==> src/rtl/tdm_demultiplexer_4ch.sv <==
// Rebuilds four parallel channels from a slot-0-flagged TDM stream.
// Only complete frames are published on out_data, each with a one-cycle out_valid pulse.
module tdm_demultiplexer_4ch #(
    parameter int WIDTH = 1
) (
    input  logic                 clk,
    input  logic                 reset,
    input  logic                 in_valid,
    input  logic [WIDTH-1:0]     in_data,
    input  logic                 in_sync,
    output logic [4*WIDTH-1:0]   out_data,
    output logic                 out_valid,
    output logic [1:0]           slot,
    output logic                 locked,
    output logic                 sync_err
);

    // state  | meaning
    // HUNT   | waiting for an in_sync beat; unflagged beats are dropped
    // LOCKED | aligned; slot tracks the channel of the next accepted beat
    typedef enum logic {HUNT, LOCKED} state_t;

    state_t             state, state_nxt;
    logic [1:0]         slot_nxt;
    logic [WIDTH-1:0]   shadow     [0:2];
    logic [WIDTH-1:0]   shadow_nxt [0:2];
    logic [4*WIDTH-1:0] out_data_nxt;
    logic               valid_nxt;
    logic               err_nxt;

    always_ff @(posedge clk) begin
        if (reset) begin
            state     <= HUNT;
            slot      <= 2'd0;
            shadow    <= '{default: '0};
            out_data  <= '0;
            out_valid <= 1'b0;
            sync_err  <= 1'b0;
            locked    <= 1'b0;
        end else begin
            state     <= state_nxt;
            slot      <= slot_nxt;
            shadow    <= shadow_nxt;
            out_data  <= out_data_nxt;
            out_valid <= valid_nxt;
            sync_err  <= err_nxt;
            locked    <= (state_nxt == LOCKED);
        end
    end

    always_comb begin
        state_nxt    = state;
        slot_nxt     = slot;
        shadow_nxt   = shadow;
        out_data_nxt = out_data;
        valid_nxt    = 1'b0;
        err_nxt      = 1'b0;
        if (in_valid) begin
            case (state)
                HUNT: begin
                    if (in_sync) begin
                        shadow_nxt[0] = in_data;
                        slot_nxt      = 2'd1;
                        state_nxt     = LOCKED;
                    end
                end
                LOCKED: begin
                    if (in_sync) begin
                        // A sync beat mid-frame restarts the frame at slot 0.
                        err_nxt       = (slot != 2'd0);
                        shadow_nxt[0] = in_data;
                        slot_nxt      = 2'd1;
                    end else begin
                        case (slot)
                            2'd0: begin
                                err_nxt   = 1'b1;
                                state_nxt = HUNT;
                                slot_nxt  = 2'd0;
                            end
                            2'd1: begin
                                shadow_nxt[1] = in_data;
                                slot_nxt      = 2'd2;
                            end
                            2'd2: begin
                                shadow_nxt[2] = in_data;
                                slot_nxt      = 2'd3;
                            end
                            default: begin
                                out_data_nxt = {in_data, shadow[2], shadow[1], shadow[0]};
                                valid_nxt    = 1'b1;
                                slot_nxt     = 2'd0;
                            end
                        endcase
                    end
                end
                default: state_nxt = HUNT;
            endcase
        end
    end

endmodule
==> config.mk <==
export PLATFORM = sky130hd
export DESIGN_NAME = tdm_demultiplexer_4ch
export DESIGN_NICKNAME = d
export VERILOG_FILES = /design/src/rtl/tdm_demultiplexer_4ch.sv
export SDC_FILE = /design/constraint.sdc
export NUM_CORES = 1
export LEC_CHECK = 0
export ABC_AREA = 1
export CAP_MARGIN = 20
export CORE_MARGIN = 4
export CORE_UTILIZATION = 41
export DETAILED_ROUTE_END_ITERATION = 8
export PLACE_DENSITY = 0.76
export SKIP_CTS_REPAIR_TIMING = 1
export SKIP_LAST_GASP = 1
export SLEW_MARGIN = 20
export SYNTH_ARGS = -nofsm -noshare
export SYNTH_HDL_FRONTEND = slang
export SYNTH_SLANG_ARGS = --single-unit
==> constraint.sdc <==
create_clock -name clk -period 1.1 [get_ports clk]
set_input_delay 0.22 -clock clk [delete_from_list [all_inputs] [get_ports clk]]
set_output_delay 0.22 -clock clk [all_outputs]
set_load 0.02 [all_outputs]
==> results.py, run 1 <==
metrics = {
    "critical_path": {
        "cp_num_buf_inv": 2,
        "path_delay_family": "buffers and inverters",
        "crit_type": "in2reg",
        "crit_fanout": 4,
        "cp_data_required_time_ps": 1260,
        "crit_path_top_delay_cell": "clkdlybuf4s50_1",
        "cp-start-kind": "input port",
        "crit_chain": "clkdlybuf4s50_1 > buf_4 > nand2_1 > o21ai_0 > a21oi_1",
        "cp-end-kind": "flip-flop",
        "cpPeakStageDelay_ps": 520,
        "critPathArrivalTime_ps": 1240,
    },
    "detailed_routing": {
        "routed-via-count": 545,
        "drc": 0,
        "dr.pass1.iters": 2,
        "avgViaCountPerCell": 4.74,
        "totalWireLength_um": 1230,
        "ant_nets": 0,
        "drt_iter0_drc": 5,
        "routedWlPerCell_um": 10.7,
    },
    "placed_design": {
        "portBuffers": 13,
        "place.gp.congestion": 0.776,
        "hpwl_um": 873,
        "dpl.cell_count": 112,
        "place_area_um2": 783,
    },
    "cts": {
        "root_buffer": "clkbuf_4",
        "cts_buffer_depth": 2,
        "h-tree-depth": 1,
        "cts_tree": "built",
        "clkSinkCount": 12,
        "clkTransAtPathRegs_ps": 70,
        "clock_latency_ps": 270,
        "cts_buffers": 3,
    },
    "cells_and_area": {
        "fill_cells": 120,
        "multi_input_area_um2": 302,
        "layout_commonest_cell": "nand2_1",
        "nNetsFinal": 112,
        "seq_area_um2": 248,
        "antenna_cells": 0,
        "finalNonFillerCells": 115,
        "areaGrowthSynthToFinish_pct": 45.9,
        "post_route_cells_drive_above_1_share": 0.300,
        "layout_common_cells": "14 x nand2_1, 10 x dfxtp_1, 8 x inv_1, 8 x nor2_1, 8 x nand3_1",
        "stdcell_area_um2": 843,
        "fin_util": 0.640,
    },
    "global_routing": {
        "grt-ovfl-total": 0,
        "grt_pass1_wl_um": 2010,
        "first_global_vias": 499,
        "grt_max_degree": 12,
        "antenna_found_initial": 0,
        "grt_util_all_layers": 0.137,
    },
    "timing": {
        "fin_setup_tns_ps": 0,
        "setup_viol": 0,
        "rsz0062_at_grt": "true",
        "skew_ps": 3.09,
        "min_period_ps": 1080,
        "hold_viol_final": 0,
        "max_slew_margin": 0.819,
        "hold_slack_ps": 457,
        "timing.fmax_mhz": 925,
        "layout_worst_path_cycle_share": 0.983,
        "tightest_slew_ps": 271,
        "drv_slew": 0,
    },
    "logic_synthesis": {
        "ys_ff_latch": 12,
        "yosys.area.top_type_share": 0.416,
        "syn-cell-area_um2": 578,
        "yosysTopAreaCell": "dfxtp_1",
        "yosys-top-cells-area": "dfxtp_1 42%, ha_1 11%, nand2_1 9.1%",
        "synth_cells": 77,
        "syn_avg_cell_area_um2": 7.51,
        "yosys_warnings": 0,
        "yosysSeqAreaShare": 0.416,
        "synthesis.nets": 87,
        "ys_types": 16,
    },
    "die": {
        "io_pins": 14,
        "initial_core_util": 0.439,
        "dieArea_um2": 2070,
        "core_area_um2": 1320,
        "rows": 13,
        "die_w_um": 45.6,
        "die_h_um": 45.6,
    },
    "pwr": {
        "p_leak_nw": 0.466,
        "power_density_nw_per_um2": 987,
        "ir_drop_mv": 0.592,
    },
    "run": {
        "drv_cap": 0,
    },
    "status": {
        "status": "finished, final reports clean",
    },
    "min_path": {
        "hold_path_class": "reg2reg",
    },
}
==> per-stage QoR <==
step | worst slack [ps] | power, mW
finish | 19.2 | 0.832
detailed placement | -302 | 0.573
floorplan | 3.76 | 0.514
global placement | -269 | 0.572
global route | -61.6 | 0.881
CTS | -370 | 0.840
==> synth_stat cells <==
cell type  number
a21oi_2         1
ha_1            5
inv_2           2
nand3_2         1
buf_6           1
dfxtp_1        12
clkinv_1        1
nor2_2          4
o21ai_0         1
nand2_1        14
inv_1           9
nand3_1         8
nor3_1          2
nand2_2         1
a21oi_1         4
nor2_1         11
==> worst reg2reg max path, delay by kind of cell (launching register included) <==
kind                       cells  cell delay (ps)
adders and majority gates      1              150
buffers and inverters          2              140
DFF                            1              370
and+or+nand+nor                4              310
==> layer usage <==
metal / vias to the layer above / wire length, um / track usage
met1: 246 / 559 / 0.157
met2: 8 / 588 / 0.214
met5: - / 0 / 0
met4: 0 / 35 / 0.105
li1: 286 / - / -
met3: 5 / 42 / 0.0356
==> path summary, 6_finish.rpt <==
| path | cells after the start | startpoint | slack (ps) | end |
|---|---|---|---|---|
| setup / recovery | 5 | in_sync | 20 | shadow[2]$_SDFFE_PP0P_ |
| hold / removal | 2 | shadow[2]$_SDFFE_PP0P_ | 460 | shadow[2]$_SDFFE_PP0P_ |
| hold reg to reg | 2 | shadow[2]$_SDFFE_PP0P_ | 460 | shadow[2]$_SDFFE_PP0P_ |
| setup reg to reg | 7 | slot[0]$_SDFFE_PP0P_ | 20 | shadow[1]$_SDFFE_PP0P_ |
==> registers in the layout (all words and copies together), names as in the netlist <==
name / cells
out_valid: 1
sync_err: 1
shadow: 3
out_data: 4
slot: 2
state: 1
==> cell type report <==
class                           count  area share
Inverter                           12      0.0608
Clock buffer                        3      0.0267
Multi-Input combinational cell     52       0.358
Tap cell                           15      0.0223
Sequential cell                    12       0.294
Timing Repair Buffer               21       0.239
==> where the power goes <==
group	internal (mW)	switching (mW)	total (mW)
combinational	0.0541	0.0656	0.120
clock	0.127	0.140	0.267
sequential	0.440	0.00568	0.446
total	0.621	0.211	0.832
==> cells by family after synthesis <==
logic type / count (synthesis) / synth area share
AND/OR/NAND/NOR: 41 / 0.320
buffers and inverters: 13 / 0.0974
flip-flops: 12 / 0.416
AO/OA/AOI/OAI: 6 / 0.0584
adder cells (fa/ha/maj): 5 / 0.108
Note: power is estimated with default switching activity, not from simulation.
==> inputs of run 2 (changes only) <==
- ABC_AREA: 1 -> 0
- CORE_AREA: unset -> 4 4 41 43
- CORE_MARGIN: 4 -> unset
- CORE_UTILIZATION: 41 -> unset
- DIE_AREA: unset -> 0 0 45 47
- PLACE_DENSITY: 0.76 -> 0.79
- clock period: 1.1 -> 1.4 ns (I/O delays scaled with it)
==> run 2 against run 1 <==
Against the previous run:
- register-to-register slack gained 170 ps
- utilization fell by 0.065 points
- count of clock-buffer cells in the layout grew 1
- design area decreased by 1.3%
- non-clock buffer count fell by 1
- worst hold slack better by 25 ps
- sequential share of layout area down 0.50 points
- clock power grew 3%
- sequential power down 21%
- worst setup slack improved by 170 ps
- global-route usage fell by 0.86 points
- power fell by 13%
- critical path type is now reg2reg
- critical endpoint is now sync_err$_SDFF_PP0_
- largest cell class unchanged
- largest power group unchanged
- highest routed layer unchanged
==> results.py, run 2 <==
metrics = {
    "detailed_routing": {
        "ant_nets": 0,
        "totalWireLength_um": 1090,
        "routed-via-count": 448,
        "drc": 0,
        "routedWlPerCell_um": 12.1,
        "drt_iter0_drc": 3,
        "avgViaCountPerCell": 4.98,
        "dr.pass1.iters": 2,
    },
    "global_routing": {
        "grt_max_degree": 11,
        "grt-ovfl-total": 0,
        "first_global_vias": 471,
        "antenna_found_initial": 0,
        "grt_pass1_wl_um": 1930,
        "grt_util_all_layers": 0.129,
    },
    "cells_and_area": {
        "seq_area_um2": 240,
        "layout_common_cells": "12 x dfxtp_1, 9 x dlymetal6s2s_1, 8 x nand2b_1",
        "layout_commonest_cell": "dfxtp_1",
        "post_route_cells_drive_above_1_share": 0.200,
        "antenna_cells": 0,
        "areaGrowthSynthToFinish_pct": 36.6,
        "fin_util": 0.639,
        "largest-register": "out_data",
        "stdcell_area_um2": 832,
        "multi_input_area_um2": 317,
        "reg_top3": "out_data x4, shadow x3, slot x2",
        "fill_cells": 116,
        "nNetsFinal": 86,
        "largest_register_ff_count": 4,
    },
    "critical_path": {
        "worstReg2RegStart": "slot[0]$_SDFFE_PP0P_",
        "crit_type": "reg2reg",
        "cp-start-kind": "flip-flop",
        "crit_fanout": 4,
        "path_common_cell": "ha_1",
        "critPathLaunch": "slot[0]$_SDFFE_PP0P_",
        "critPathArrivalTime_ps": 1410,
        "ff2ff_path_depth": 4,
        "crit_path_top_delay_cell": "dfxtp_1",
        "cp_num_buf_inv": 1,
        "crit_chain": "inv_1 > ha_1 > ha_1 > nor3_1",
        "cp-end-kind": "flip-flop",
        "path_delay_family": "adder cells",
        "path_depth": 4,
        "cpPeakStageDelay_ps": 390,
        "cp_data_required_time_ps": 1590,
    },
    "logic_synthesis": {
        "synth_ff_type": "dfxtp_1",
        "yosys.area_share.xor_xnor": 0,
        "syn_avg_cell_area_um2": 11.1,
        "yosys_warnings": 0,
        "async_flop_share": 0,
        "yosysSeqAreaShare": 0.394,
        "ys_types": 21,
        "synth_fa_ha_area_frac": 0.103,
        "yosys.area.top_type_share": 0.394,
        "synthTopCellsByCount": "12 x dfxtp_1, 8 x nand2b_1, 6 x mux2i_1, 5 x ha_1, 4 x inv_1",
        "ys_ff_latch": 12,
        "synthesis.nets": 65,
        "synth_top_family_by_area": "simple AND/OR/NAND/NOR gates",
        "synthSimpleGateAreaFrac": 0.226,
        "yosysTopAreaCell": "dfxtp_1",
        "synth_cells": 55,
        "yosys-top-cells-area": "dfxtp_1 39%, ha_1 10%, mux2i_1 9.9%",
        "yosysMostFrequentCell": "dfxtp_1",
        "synth_edf_count": 0,
        "yosys-mux-area-fraction": 0.0986,
        "syn-cell-area_um2": 609,
        "synth_compound_area_frac": 0.0924,
    },
    "timing": {
        "setup_viol": 0,
        "layout_worst_path_cycle_share": 0.865,
        "drv_slew": 0,
        "fin_setup_tns_ps": 0,
        "skew_ps": 3.85,
        "timing.fmax_mhz": 826,
        "max_slew_margin": 0.846,
        "min_period_ps": 1210,
        "rsz0062_at_grt": "false",
        "tightest_slew_ps": 231,
        "hold_viol_final": 0,
    },
    "pwr": {
        "p_switching_uw": 166,
        "ir_drop_mv": 0.580,
        "switching_share": 0.230,
        "p_leak_nw": 0.529,
        "pwr-share-seq": 0.488,
        "intPower_uw": 556,
        "power_density_nw_per_um2": 868,
        "p_clk_frac": 0.380,
        "power_frac_comb": 0.132,
    },
    "run": {
        "drv_cap": 0,
    },
    "die": {
        "io_pins": 14,
        "rows": 13,
        "dieArea_um2": 2120,
        "die_w_um": 45,
        "die_h_um": 47,
        "core_area_um2": 1300,
        "initial_core_util": 0.468,
    },
    "cts": {
        "cts_buffer_depth": 2,
        "root_buffer": "clkbuf_4",
        "h-tree-depth": 1,
        "clkTransAtPathRegs_ps": 80,
        "cts_tree": "built",
        "cts_buffers": 3,
        "clock_latency_ps": 260,
        "clkSinkCount": 12,
    },
    "placed_design": {
        "place_area_um2": 773,
        "place.gp.congestion": 0.843,
        "portBuffers": 13,
        "hpwl_um": 798,
    },
    "status": {
        "status": "finished, final reports clean",
    },
    "min_path": {
        "hold_path_class": "reg2reg",
        "min_path_cells": 2,
        "min_from": "out_data[1]$_SDFFE_PP0P_",
    },
}
## run 2: cell count changes in the layout (fill, tap and decap cells not counted), sizes merged, moves of 2 or more
cell          before  now
a21oi              5    2
nand2             15    1
and4bb             0    2
nor2              15    1
mux2i              0    6
inv               11    4
nand2b             0    8
dlymetal6s2s       7    9
nand4b             0    3
nand3              9    1
## run 2: area by class of cell
cell class,instances,share of cell area
repair buffers,20,0.247
clock buffers,4,0.0436
inverters,4,0.0180
well taps,15,0.0226
multi-input cells,35,0.380
flip-flops and latches,12,0.289
## run 2: tightest hold or removal path, cell delays in order (launching register included)
cell	delay [ps]
dfxtp_1	310
nand2b_1	60
mux2i_1	60
## run 2: metal layers
layer  part of all wire  GRT usage  up-vias
li1                   -          -      229
met1               0.47      0.159      205
met2               0.45      0.206       12
met3              0.051     0.0345        2
met4              0.026     0.0643        0
met5                  0          0        -
## run 2: cell families (layout without fill, tap and decap cells)
logic type / Yosys count / after routing
multiplexers: 6 / 6
AND/OR/NAND/NOR: 17 / 17
AO/OA/AOI/OAI: 7 / 7
buffers and inverters: 8 / 28
adder cells (fa/ha/maj): 5 / 5
flip-flops: 12 / 12
## run 2: per-stage QoR
| stage | total power, mW | std cells | setup WS [ps] | hold WS, ps |
|---|---|---|---|---|
| floorplan | 0.419 | 55 | 120 | 426 |
| global placement | 0.455 | 86 | 1.72 | 453 |
| detailed placement | 0.457 | 86 | -10.4 | 472 |
| CTS | 0.727 | 90 | -194 | 484 |
| global route | 0.753 | 90 | 85.3 | 521 |
| finish | 0.722 | 90 | 189 | 482 |
## run 2: final timing paths
check                        endpoint  slack, ps
max               sync_err$_SDFF_PP0_        190
min          out_data[1]$_SDFFE_PP0P_        480
max reg2reg       sync_err$_SDFF_PP0_        190
min reg2reg  out_data[1]$_SDFFE_PP0P_        480
## run 2: power by group through the flow
stage	Combinational (mW)	Sequential (mW)	Clock, mW
2_1_floorplan	0.0524	0.367	0
3_3_place_gp	0.0949	0.360	0
3_5_place_dp	0.0963	0.361	0
4_1_cts	0.0977	0.352	0.277
5_1_grt	0.105	0.354	0.294
6_report	0.0957	0.352	0.274
